`src/rtl/branch_pkg.sv`:
```
// Shared types and opcode constants for the Thumb branch sequencer.
// BRANCH_STATS_EN enables the taken/not-taken statistics counters.
package branch_pkg;

    typedef enum logic [3:0] {
        EQ, NE, CS, CC, MI, PL, VS, VC,
        HI, LS, GE, LT, GT, LE, AL, FALSE
    } cond_e;

    localparam int APSR_N = 3;
    localparam int APSR_Z = 2;
    localparam int APSR_C = 1;
    localparam int APSR_V = 0;

    typedef enum logic [1:0] {
        IDLE,
        BL2,
        REDIRECT
    } state_e;

    localparam logic [3:0] OP_BCOND = 4'b1101;
    localparam logic [4:0] OP_B     = 5'b11100;
    localparam logic [4:0] OP_BL1   = 5'b11110;
    localparam logic [1:0] OP_BL2   = 2'b11;
    localparam logic [8:0] OP_BX    = 9'b010001110;

endpackage

```
`src/rtl/branch_ctrl_if.sv`:
```
// Decode/fetch-facing bundle of the branch sequencer.
// BRANCH_STATS_EN adds the statistics counter outputs.
interface branch_ctrl_if #(
    parameter int ADDR_W = 32,
    parameter int CNT_W  = 16
);
    logic              i_valid;
    logic              o_ready;
    logic [15:0]       i_ir;
    logic [ADDR_W-1:0] i_pc;
    logic [3:0]        i_apsr;
    logic [ADDR_W-1:0] i_rm_data;
    logic              o_redirect_valid;
    logic [ADDR_W-1:0] o_redirect_pc;
    logic              i_redirect_ready;
    logic              o_lr_we;
    logic [ADDR_W-1:0] o_lr_data;
    logic              o_done;
    logic              o_fault;
`ifdef BRANCH_STATS_EN
    logic [CNT_W-1:0]  o_taken_cnt;
    logic [CNT_W-1:0]  o_not_taken_cnt;

    modport master (
        output i_valid, i_ir, i_pc, i_apsr, i_rm_data, i_redirect_ready,
        input  o_ready, o_redirect_valid, o_redirect_pc,
        input  o_lr_we, o_lr_data, o_done, o_fault,
        input  o_taken_cnt, o_not_taken_cnt
    );

    modport slave (
        input  i_valid, i_ir, i_pc, i_apsr, i_rm_data, i_redirect_ready,
        output o_ready, o_redirect_valid, o_redirect_pc,
        output o_lr_we, o_lr_data, o_done, o_fault,
        output o_taken_cnt, o_not_taken_cnt
    );
`else
    localparam int unused_cnt_w = CNT_W;

    modport master (
        output i_valid, i_ir, i_pc, i_apsr, i_rm_data, i_redirect_ready,
        input  o_ready, o_redirect_valid, o_redirect_pc,
        input  o_lr_we, o_lr_data, o_done, o_fault
    );

    modport slave (
        input  i_valid, i_ir, i_pc, i_apsr, i_rm_data, i_redirect_ready,
        output o_ready, o_redirect_valid, o_redirect_pc,
        output o_lr_we, o_lr_data, o_done, o_fault
    );
`endif
endinterface

```
`src/rtl/branch_ctrl_conditions.sv`:
```
// Thumb condition evaluator: cccc field of a B<cond> against APSR flags.
// Pure combinational; BRANCH_STATS_EN has no effect here.
module conditions
    import branch_pkg::*;
(
    input  logic [15:0] i_ir,
    input  logic [3:0]  i_apsr,
    output logic        o_met
);
    cond_e cond;
    logic  n, z, c, v;
    logic  unused_ir;

    assign cond      = cond_e'(i_ir[11:8]);
    assign n         = i_apsr[APSR_N];
    assign z         = i_apsr[APSR_Z];
    assign c         = i_apsr[APSR_C];
    assign v         = i_apsr[APSR_V];
    assign unused_ir = ^{i_ir[15:12], i_ir[7:0]};

    always_comb begin
        o_met = 1'b0;
        unique case (cond)
            EQ:    o_met = z;
            NE:    o_met = !z;
            CS:    o_met = c;
            CC:    o_met = !c;
            MI:    o_met = n;
            PL:    o_met = !n;
            VS:    o_met = v;
            VC:    o_met = !v;
            HI:    o_met = c && !z;
            LS:    o_met = !c || z;
            GE:    o_met = (n == v);
            LT:    o_met = (n != v);
            GT:    o_met = !z && (n == v);
            LE:    o_met = z || (n != v);
            AL:    o_met = 1'b1;
            FALSE: o_met = 1'b0;
        endcase
    end
endmodule

```
`src/rtl/branch_ctrl.sv`:
```
// Thumb branch sequencer: B<cond>, B, BL pair and BX with redirect handshake.
// Define BRANCH_STATS_EN for saturating taken/not-taken counters.
module branch_ctrl
    import branch_pkg::*;
#(
    parameter int ADDR_W = 32,
    parameter int CNT_W  = 16
) (
    input  logic         i_clk,
    input  logic         i_reset,
    branch_ctrl_if.slave bus
);
    localparam logic [ADDR_W-1:0] EVEN = {{(ADDR_W-1){1'b1}}, 1'b0};
    localparam logic [ADDR_W-1:0] FOUR = ADDR_W'(4);

    state_e            state_q, state_d;
    logic              met, accept, hs;
    logic              is_bcond, is_b, is_bl1, is_bx, is_bl2;
    logic              bl_s_q;
    logic [9:0]        bl_imm10_q;
    logic [ADDR_W-1:0] bl_pc_q;
    logic              i1, i2;
    logic [24:0]       bl_off;
    logic [ADDR_W-1:0] pc4, bl_pc4;
    logic [ADDR_W-1:0] bcond_tgt, b_tgt, bx_tgt, bl_tgt;
    logic              rv_q, rv_d, lr_we_q, lr_we_d;
    logic              done_q, done_d, fault_q, fault_d;
    logic [ADDR_W-1:0] rpc_q, rpc_d, lr_q, lr_d;

    conditions u_cond (
        .i_ir   (bus.i_ir),
        .i_apsr (bus.i_apsr),
        .o_met  (met)
    );

    assign bus.o_ready = (state_q != REDIRECT);
    assign accept      = bus.i_valid && bus.o_ready;
    assign hs          = rv_q && bus.i_redirect_ready;

    assign is_bcond = (bus.i_ir[15:12] == OP_BCOND)
                   && (bus.i_ir[11:9] != 3'b111);
    assign is_b     = (bus.i_ir[15:11] == OP_B);
    assign is_bl1   = (bus.i_ir[15:11] == OP_BL1);
    assign is_bx    = (bus.i_ir[15:7] == OP_BX)
                   && (bus.i_ir[2:0] == 3'b000);
    assign is_bl2   = (bus.i_ir[15:14] == OP_BL2) && bus.i_ir[12];

    assign pc4       = bus.i_pc + FOUR;
    assign bcond_tgt = (pc4 + {{(ADDR_W-9){bus.i_ir[7]}},
                               bus.i_ir[7:0], 1'b0}) & EVEN;
    assign b_tgt     = (pc4 + {{(ADDR_W-12){bus.i_ir[10]}},
                               bus.i_ir[10:0], 1'b0}) & EVEN;
    assign bx_tgt    = bus.i_rm_data & EVEN;

    // J1/J2 encode the upper offset bits relative to S
    assign i1     = ~(bus.i_ir[13] ^ bl_s_q);
    assign i2     = ~(bus.i_ir[11] ^ bl_s_q);
    assign bl_off = {bl_s_q, i1, i2, bl_imm10_q, bus.i_ir[10:0], 1'b0};
    assign bl_pc4 = bl_pc_q + FOUR;
    assign bl_tgt = (bl_pc4 + {{(ADDR_W-25){bl_s_q}}, bl_off}) & EVEN;

    always_ff @(posedge i_clk) begin
        if (i_reset) state_q <= IDLE;
        else         state_q <= state_d;
    end

    always_comb begin
        state_d = state_q;
        unique case (state_q)
            IDLE: begin
                if (accept) begin
                    unique case (1'b1)
                        is_b, is_bx: state_d = REDIRECT;
                        is_bcond:    if (met) state_d = REDIRECT;
                        is_bl1:      state_d = BL2;
                        default:     ;
                    endcase
                end
            end
            BL2: begin
                if (accept) state_d = is_bl2 ? REDIRECT : IDLE;
            end
            REDIRECT: begin
                if (bus.i_redirect_ready) state_d = IDLE;
            end
            default: state_d = IDLE;
        endcase
    end

    always_comb begin
        rv_d    = rv_q && !bus.i_redirect_ready;
        rpc_d   = rpc_q;
        lr_we_d = 1'b0;
        lr_d    = lr_q;
        done_d  = hs;
        fault_d = 1'b0;
        unique case (state_q)
            IDLE: begin
                if (accept) begin
                    unique case (1'b1)
                        is_b: begin
                            rv_d  = 1'b1;
                            rpc_d = b_tgt;
                        end
                        is_bx: begin
                            rv_d  = 1'b1;
                            rpc_d = bx_tgt;
                        end
                        is_bcond: begin
                            if (met) begin
                                rv_d  = 1'b1;
                                rpc_d = bcond_tgt;
                            end else begin
                                done_d = 1'b1;
                            end
                        end
                        is_bl1:  ;
                        default: done_d = 1'b1;
                    endcase
                end
            end
            BL2: begin
                if (accept && is_bl2) begin
                    rv_d    = 1'b1;
                    rpc_d   = bl_tgt;
                    lr_we_d = 1'b1;
                    lr_d    = bl_pc4 | ADDR_W'(1);
                end else if (accept) begin
                    fault_d = 1'b1;
                end
            end
            default: ;
        endcase
    end

    always_ff @(posedge i_clk) begin
        if (i_reset) begin
            rv_q       <= 1'b0;
            rpc_q      <= '0;
            lr_we_q    <= 1'b0;
            lr_q       <= '0;
            done_q     <= 1'b0;
            fault_q    <= 1'b0;
            bl_s_q     <= 1'b0;
            bl_imm10_q <= '0;
            bl_pc_q    <= '0;
        end else begin
            rv_q    <= rv_d;
            rpc_q   <= rpc_d;
            lr_we_q <= lr_we_d;
            lr_q    <= lr_d;
            done_q  <= done_d;
            fault_q <= fault_d;
            if (state_q == IDLE && accept && is_bl1) begin
                bl_s_q     <= bus.i_ir[10];
                bl_imm10_q <= bus.i_ir[9:0];
                bl_pc_q    <= bus.i_pc;
            end
        end
    end

    assign bus.o_redirect_valid = rv_q;
    assign bus.o_redirect_pc    = rpc_q;
    assign bus.o_lr_we          = lr_we_q;
    assign bus.o_lr_data        = lr_q;
    assign bus.o_done           = done_q;
    assign bus.o_fault          = fault_q;

`ifdef BRANCH_STATS_EN
    logic             nt;
    logic [CNT_W-1:0] taken_q, nt_q;

    assign nt = (state_q == IDLE) && accept && is_bcond && !met;

    always_ff @(posedge i_clk) begin
        if (i_reset) begin
            taken_q <= '0;
            nt_q    <= '0;
        end else begin
            if (hs && !(&taken_q)) taken_q <= taken_q + 1'b1;
            if (nt && !(&nt_q))    nt_q    <= nt_q + 1'b1;
        end
    end

    assign bus.o_taken_cnt     = taken_q;
    assign bus.o_not_taken_cnt = nt_q;
`else
    localparam int unused_cnt_w = CNT_W;
`endif
endmodule
```
`src/flat_wrapper.sv`:
```
// flat-port wrapper written by rule: the top's interface ports become plain ports
module branch_ctrl_flat import branch_pkg::*;
#(
    parameter int ADDR_W = 32,
    parameter int CNT_W  = 16
)
  (i_clk, i_reset, bus_i_valid, bus_i_ir, bus_i_pc, bus_i_apsr, bus_i_rm_data, bus_i_redirect_ready, bus_o_ready, bus_o_redirect_valid, bus_o_redirect_pc, bus_o_lr_we, bus_o_lr_data, bus_o_done, bus_o_fault);
  branch_ctrl_if #(.ADDR_W(ADDR_W), .CNT_W(CNT_W)) bus_i ();
  input  logic i_clk;
  input  logic i_reset;
  input wire logic [$bits(bus_i.i_valid)-1:0] bus_i_valid;
  input wire logic [$bits(bus_i.i_ir)-1:0] bus_i_ir;
  input wire logic [$bits(bus_i.i_pc)-1:0] bus_i_pc;
  input wire logic [$bits(bus_i.i_apsr)-1:0] bus_i_apsr;
  input wire logic [$bits(bus_i.i_rm_data)-1:0] bus_i_rm_data;
  input wire logic [$bits(bus_i.i_redirect_ready)-1:0] bus_i_redirect_ready;
  output wire logic [$bits(bus_i.o_ready)-1:0] bus_o_ready;
  output wire logic [$bits(bus_i.o_redirect_valid)-1:0] bus_o_redirect_valid;
  output wire logic [$bits(bus_i.o_redirect_pc)-1:0] bus_o_redirect_pc;
  output wire logic [$bits(bus_i.o_lr_we)-1:0] bus_o_lr_we;
  output wire logic [$bits(bus_i.o_lr_data)-1:0] bus_o_lr_data;
  output wire logic [$bits(bus_i.o_done)-1:0] bus_o_done;
  output wire logic [$bits(bus_i.o_fault)-1:0] bus_o_fault;
  assign bus_i.i_valid = bus_i_valid;
  assign bus_i.i_ir = bus_i_ir;
  assign bus_i.i_pc = bus_i_pc;
  assign bus_i.i_apsr = bus_i_apsr;
  assign bus_i.i_rm_data = bus_i_rm_data;
  assign bus_i.i_redirect_ready = bus_i_redirect_ready;
  assign bus_o_ready = bus_i.o_ready;
  assign bus_o_redirect_valid = bus_i.o_redirect_valid;
  assign bus_o_redirect_pc = bus_i.o_redirect_pc;
  assign bus_o_lr_we = bus_i.o_lr_we;
  assign bus_o_lr_data = bus_i.o_lr_data;
  assign bus_o_done = bus_i.o_done;
  assign bus_o_fault = bus_i.o_fault;
  branch_ctrl #(.ADDR_W(ADDR_W), .CNT_W(CNT_W)) u_core (.i_clk(i_clk), .i_reset(i_reset), .bus(bus_i));
endmodule
```
`config.mk`:
```
export PLATFORM = sky130hd
export DESIGN_NAME = branch_ctrl_flat
export DESIGN_NICKNAME = d
export VERILOG_FILES = /design/src/rtl/branch_pkg.sv /design/src/rtl/branch_ctrl_if.sv /design/src/rtl/branch_ctrl_conditions.sv /design/src/rtl/branch_ctrl.sv /design/src/flat_wrapper.sv
export SDC_FILE = /design/constraint.sdc
export NUM_CORES = 1
export LEC_CHECK = 0
export CAP_MARGIN = 20
export CORE_MARGIN = 1.5
export CORE_UTILIZATION = 23
export DETAILED_ROUTE_END_ITERATION = 8
export MAX_ROUTING_LAYER = met4
export SLEW_MARGIN = 20
export SYNTH_ARGS = -nofsm -noshare
export SYNTH_HDL_FRONTEND = slang
export SYNTH_HIERARCHICAL = 1
export SYNTH_SLANG_ARGS = --single-unit
```
`constraint.sdc`:
```
create_clock -name i_clk -period 4.1 [get_ports i_clk]
set_clock_uncertainty 0.2 [all_clocks]
set_input_delay 0.615 -clock i_clk [delete_from_list [all_inputs] [get_ports i_clk]]
set_output_delay 0.615 -clock i_clk [all_outputs]
set_load 0.005 [all_outputs]
```
==> results.md <==
* Post-synth design cell area at ~0.009 mm^2
* Layout Cells excl Fill at approximately 2200
* Mean post-synth cell area at 7.498 um^2
* Commonest non-fill, non-tap cell in the layout: buf_4
* Initial DRT Pass Iterations at 7
* Status: finished clean
* Worst min path class: flop to flop
* Netlist cell types at 88
* Multi-input gate area at 0.007257 mm^2
* RSZ-0062 raised after global routing: true
* H-tree levels at 3
* Placed Area at roughly 0.013 mm^2
* Die width at 203.8 um
* Vias post-DR at 10680
* Vias in the first global route at approximately 11000
* Worst EP arrival at roughly 4.2 ns
* Final setup fails at 0
* Share of cells above drive strength 1 at 0.2724
* Syn nets at roughly 1400
* Clock Tree Buf Depth at 2
* Pin count of the biggest net entering global routing at 62
* CP Max Fanout at 3
* Fin area at around 0.014 mm^2
* Fraction of registers with async set or reset after synthesis at 0
* Slew headroom at 0.5525
* Syn. warnings at 6
* Clock transition at path regs at 0.08 ns
* Main synth FF type: dfxtp_1
* Crit Path Class: primary input to flop
* Final ANT Viol Nets at 0
* Pleak at 5.949 nW
* Initial core utilization at 0.2334
* Drt total wl at about 39 mm
* Row Count at 73
* Core area at approximately 0.040 mm^2
* WL/cell at 17.84 um
* Num Clock Sinks at 111
* Fill count at between 4000 and 5000
* Worst endpoint required time at ~4.2 ns
* Cell count after synthesis at about 1200
* Reg area at 0.002223 mm^2
* Number of synthesized flops with an enable pin at 0
* Post-synth top area cell: dfxtp_1
* CTS tree: yes
* CP endpoint kind: flop
* # DRC at 0
* Worst-Margin Slew at about 0.67 ns
* GRT Total Usage at 0.1877
* Root buf cell: clkbuf_16
* Max-slew violations at 0
* PortBufs at 153
* Fin crit period at about 4.1 ns
* Pwr/cell area at between 200 and 250 mW/mm^2
* Achievable Freq at 246.2 MHz
* Final Worst Setup Slack at roughly 0.037 ns
* Die height at between 200 and 250 um
* Post-synthesis sequential area ratio at 0.2396
* Area contributors post-synth: dfxtp_1, xnor2_1, ha_1
* 1st-iter DRT viols at about 640
* Reg2reg setup slack at 0.08 ns
* Final worst path period share at 0.9909
* Worst r2r dst: u_core/bus.o_redirect_pc[31]
* Peak supply drop at around 200 uV
* Post-DP HPWL at between 30 and 40 mm
* Hold Violations, Final at 0
* Fin nets at roughly 1800
* CP startpoint kind: primary input
* Worst setup startpoint: bus_i_pc[9]
* Reg2Reg Depth at 20
* Setup TNS Final at 0 ns
* Post-synth top area share at 0.2396
* Clock insertion delay at the later pin of the skew report at approximately 0.37 ns
* # IOs at approximately 160
* Pre-CTS WS at -0.7544 ns
* Dpl cells at ~2100
* Initial antenna violation count at 3
* Total grt overflow at 0
* First-pass GRT wire length at approximately 59 mm
* Max-cap violations at 0
* Final core utilization at 0.3614
* Most frequent cells in the layout: buf_4, nand2_1, clkdlybuf4s50_1
* Die ar. at roughly 0.042 mm^2
* Routability Congestion at about 0.92
* Reg-to-reg startpoint: u_core/bl_pc_q[6]
* Num CTS Buffers at 9
* Yosys reg bits at between 100 and 150
* CTS hold repair buffers at 0
* Layout area overhead at 54.82%
* End point of the critical path: u_core/bus.o_redirect_pc[31]
* Drt via density at approximately 4.9
## what timing repair did
| action | in CTS | in global routing |
|---|---|---|
| endpoints found under the setup margin | 19 | 19 |
| hold endpoints to repair | 0 | 0 |
| setup buffers | 9 | 10 |
| pin swaps | 17 | 41 |
| gates resized for setup | 34 | 107 |
## per-layer routing
metal | global-route usage | vias to the layer above | wire length (um) | part of all wire
li1 | - | 5258 | - | -
met1 | 0.2373 | 5022 | 17050 | 0.44
met2 | 0.3076 | 335 | 18340 | 0.47
met3 | 0.02264 | 61 | 1971 | 0.051
met4 | 0.06587 | 0 | 1289 | 0.033
met5 | - | - | 0 | 0
## cell type report
class | instances | share of cell area
antenna | 5 | 0.0008713
clock buffer | 9 | 0.01568
clock inverter | 7 | 0.005576
inverter | 26 | 0.006970
multi-input combinational | 1032 | 0.5054
sequential | 111 | 0.1548
tap | 525 | 0.04574
timing repair buffer | 452 | 0.2650
## how the worst min path moves through the flow
stage,from,end,depth (start not counted)
floorplan,u_core/bl_pc_q[18],u_core/bl_pc_q[18],2
global placement,u_core/bl_pc_q[28],u_core/bl_pc_q[28],2
detailed placement,u_core/bus.o_redirect_pc[10],u_core/bus.o_redirect_pc[10],2
CTS,u_core/bl_pc_q[18],u_core/bl_pc_q[18],2
global route,u_core/bus.o_redirect_pc[1],u_core/bus.o_redirect_pc[1],2
finish,u_core/bl_pc_q[18],u_core/bl_pc_q[18],2
## registers in the layout (all words and copies together) (netlist names)
signal                       cells
u_core/bus.o_redirect_valid      1
u_core/bus.o_done                1
u_core/state_q                   2
u_core/bus.o_fault               1
u_core/bus.o_lr_data            32
u_core/bl_pc_q                  31
u_core/bl_imm10_q               10
u_core/bus.o_redirect_pc        31
u_core/bus.o_lr_we               1
u_core/bl_s_q                    1
## synthesized netlist by cell type (10+ instances only)
cell type  instances
clkbuf_1          51
xnor2_1           81
a21oi_1          110
nand2b_1          14
mux2i_1           27
o21ai_0           56
nand2_1          163
a211oi_1          39
nor2_1           114
nor3_1            41
buf_2             10
xor2_1            38
a21o_1            30
nor2b_1           15
inv_1             25
ha_1              55
dfxtp_1          111
nand3_1           43
nand4_1           19
o21a_1            10
and3_1            18
## power by group
group,switching (W),internal [W],total [W]
Sequential,0.0000132,0.00109,0.00111
Combinational,0.000483,0.000498,0.000981
Clock,0.000457,0.000482,0.000939
## worst max-delay path, cell delays in order
cell             delay, ns
clkdlybuf4s50_1       0.49
nand2_1               0.08
or4_4                 0.58
nor3_4                0.20
xor2_1                0.21
ha_2                  0.24
a21o_1                0.20
a21oi_2               0.08
o32ai_2               0.22
a211oi_2              0.10
buf_4                 0.16
a21oi_2               0.18
buf_4                 0.14
a21oi_4               0.05
buf_4                 0.14
o311ai_2              0.24
mux2i_1               0.11
o21ai_1               0.13
## through the flow
step	total power, W	hold slack [ns]
after floorplan	0.001566	0.2363
after global placement	0.002033	0.2470
after detailed placement	0.002040	0.2460
after CTS	0.002990	0.2589
after global routing	0.003174	0.2875
final	0.003025	0.2606
## cells by family after synthesis
| family | count (synthesis) | synth area share |
|---|---|---|
| AO/OA/AOI/OAI | 344 | 0.2443 |
| XOR/XNOR | 120 | 0.1141 |
| flip-flops | 111 | 0.2396 |
| buffers and inverters | 94 | 0.04114 |
| adder cells (fa/ha/maj) | 58 | 0.07959 |
| multiplexers | 29 | 0.03157 |
| other | 1 | 0.0004043 |
| AND/OR/NAND/NOR | 480 | 0.2493 |
(Power assumes the default switching activity.)
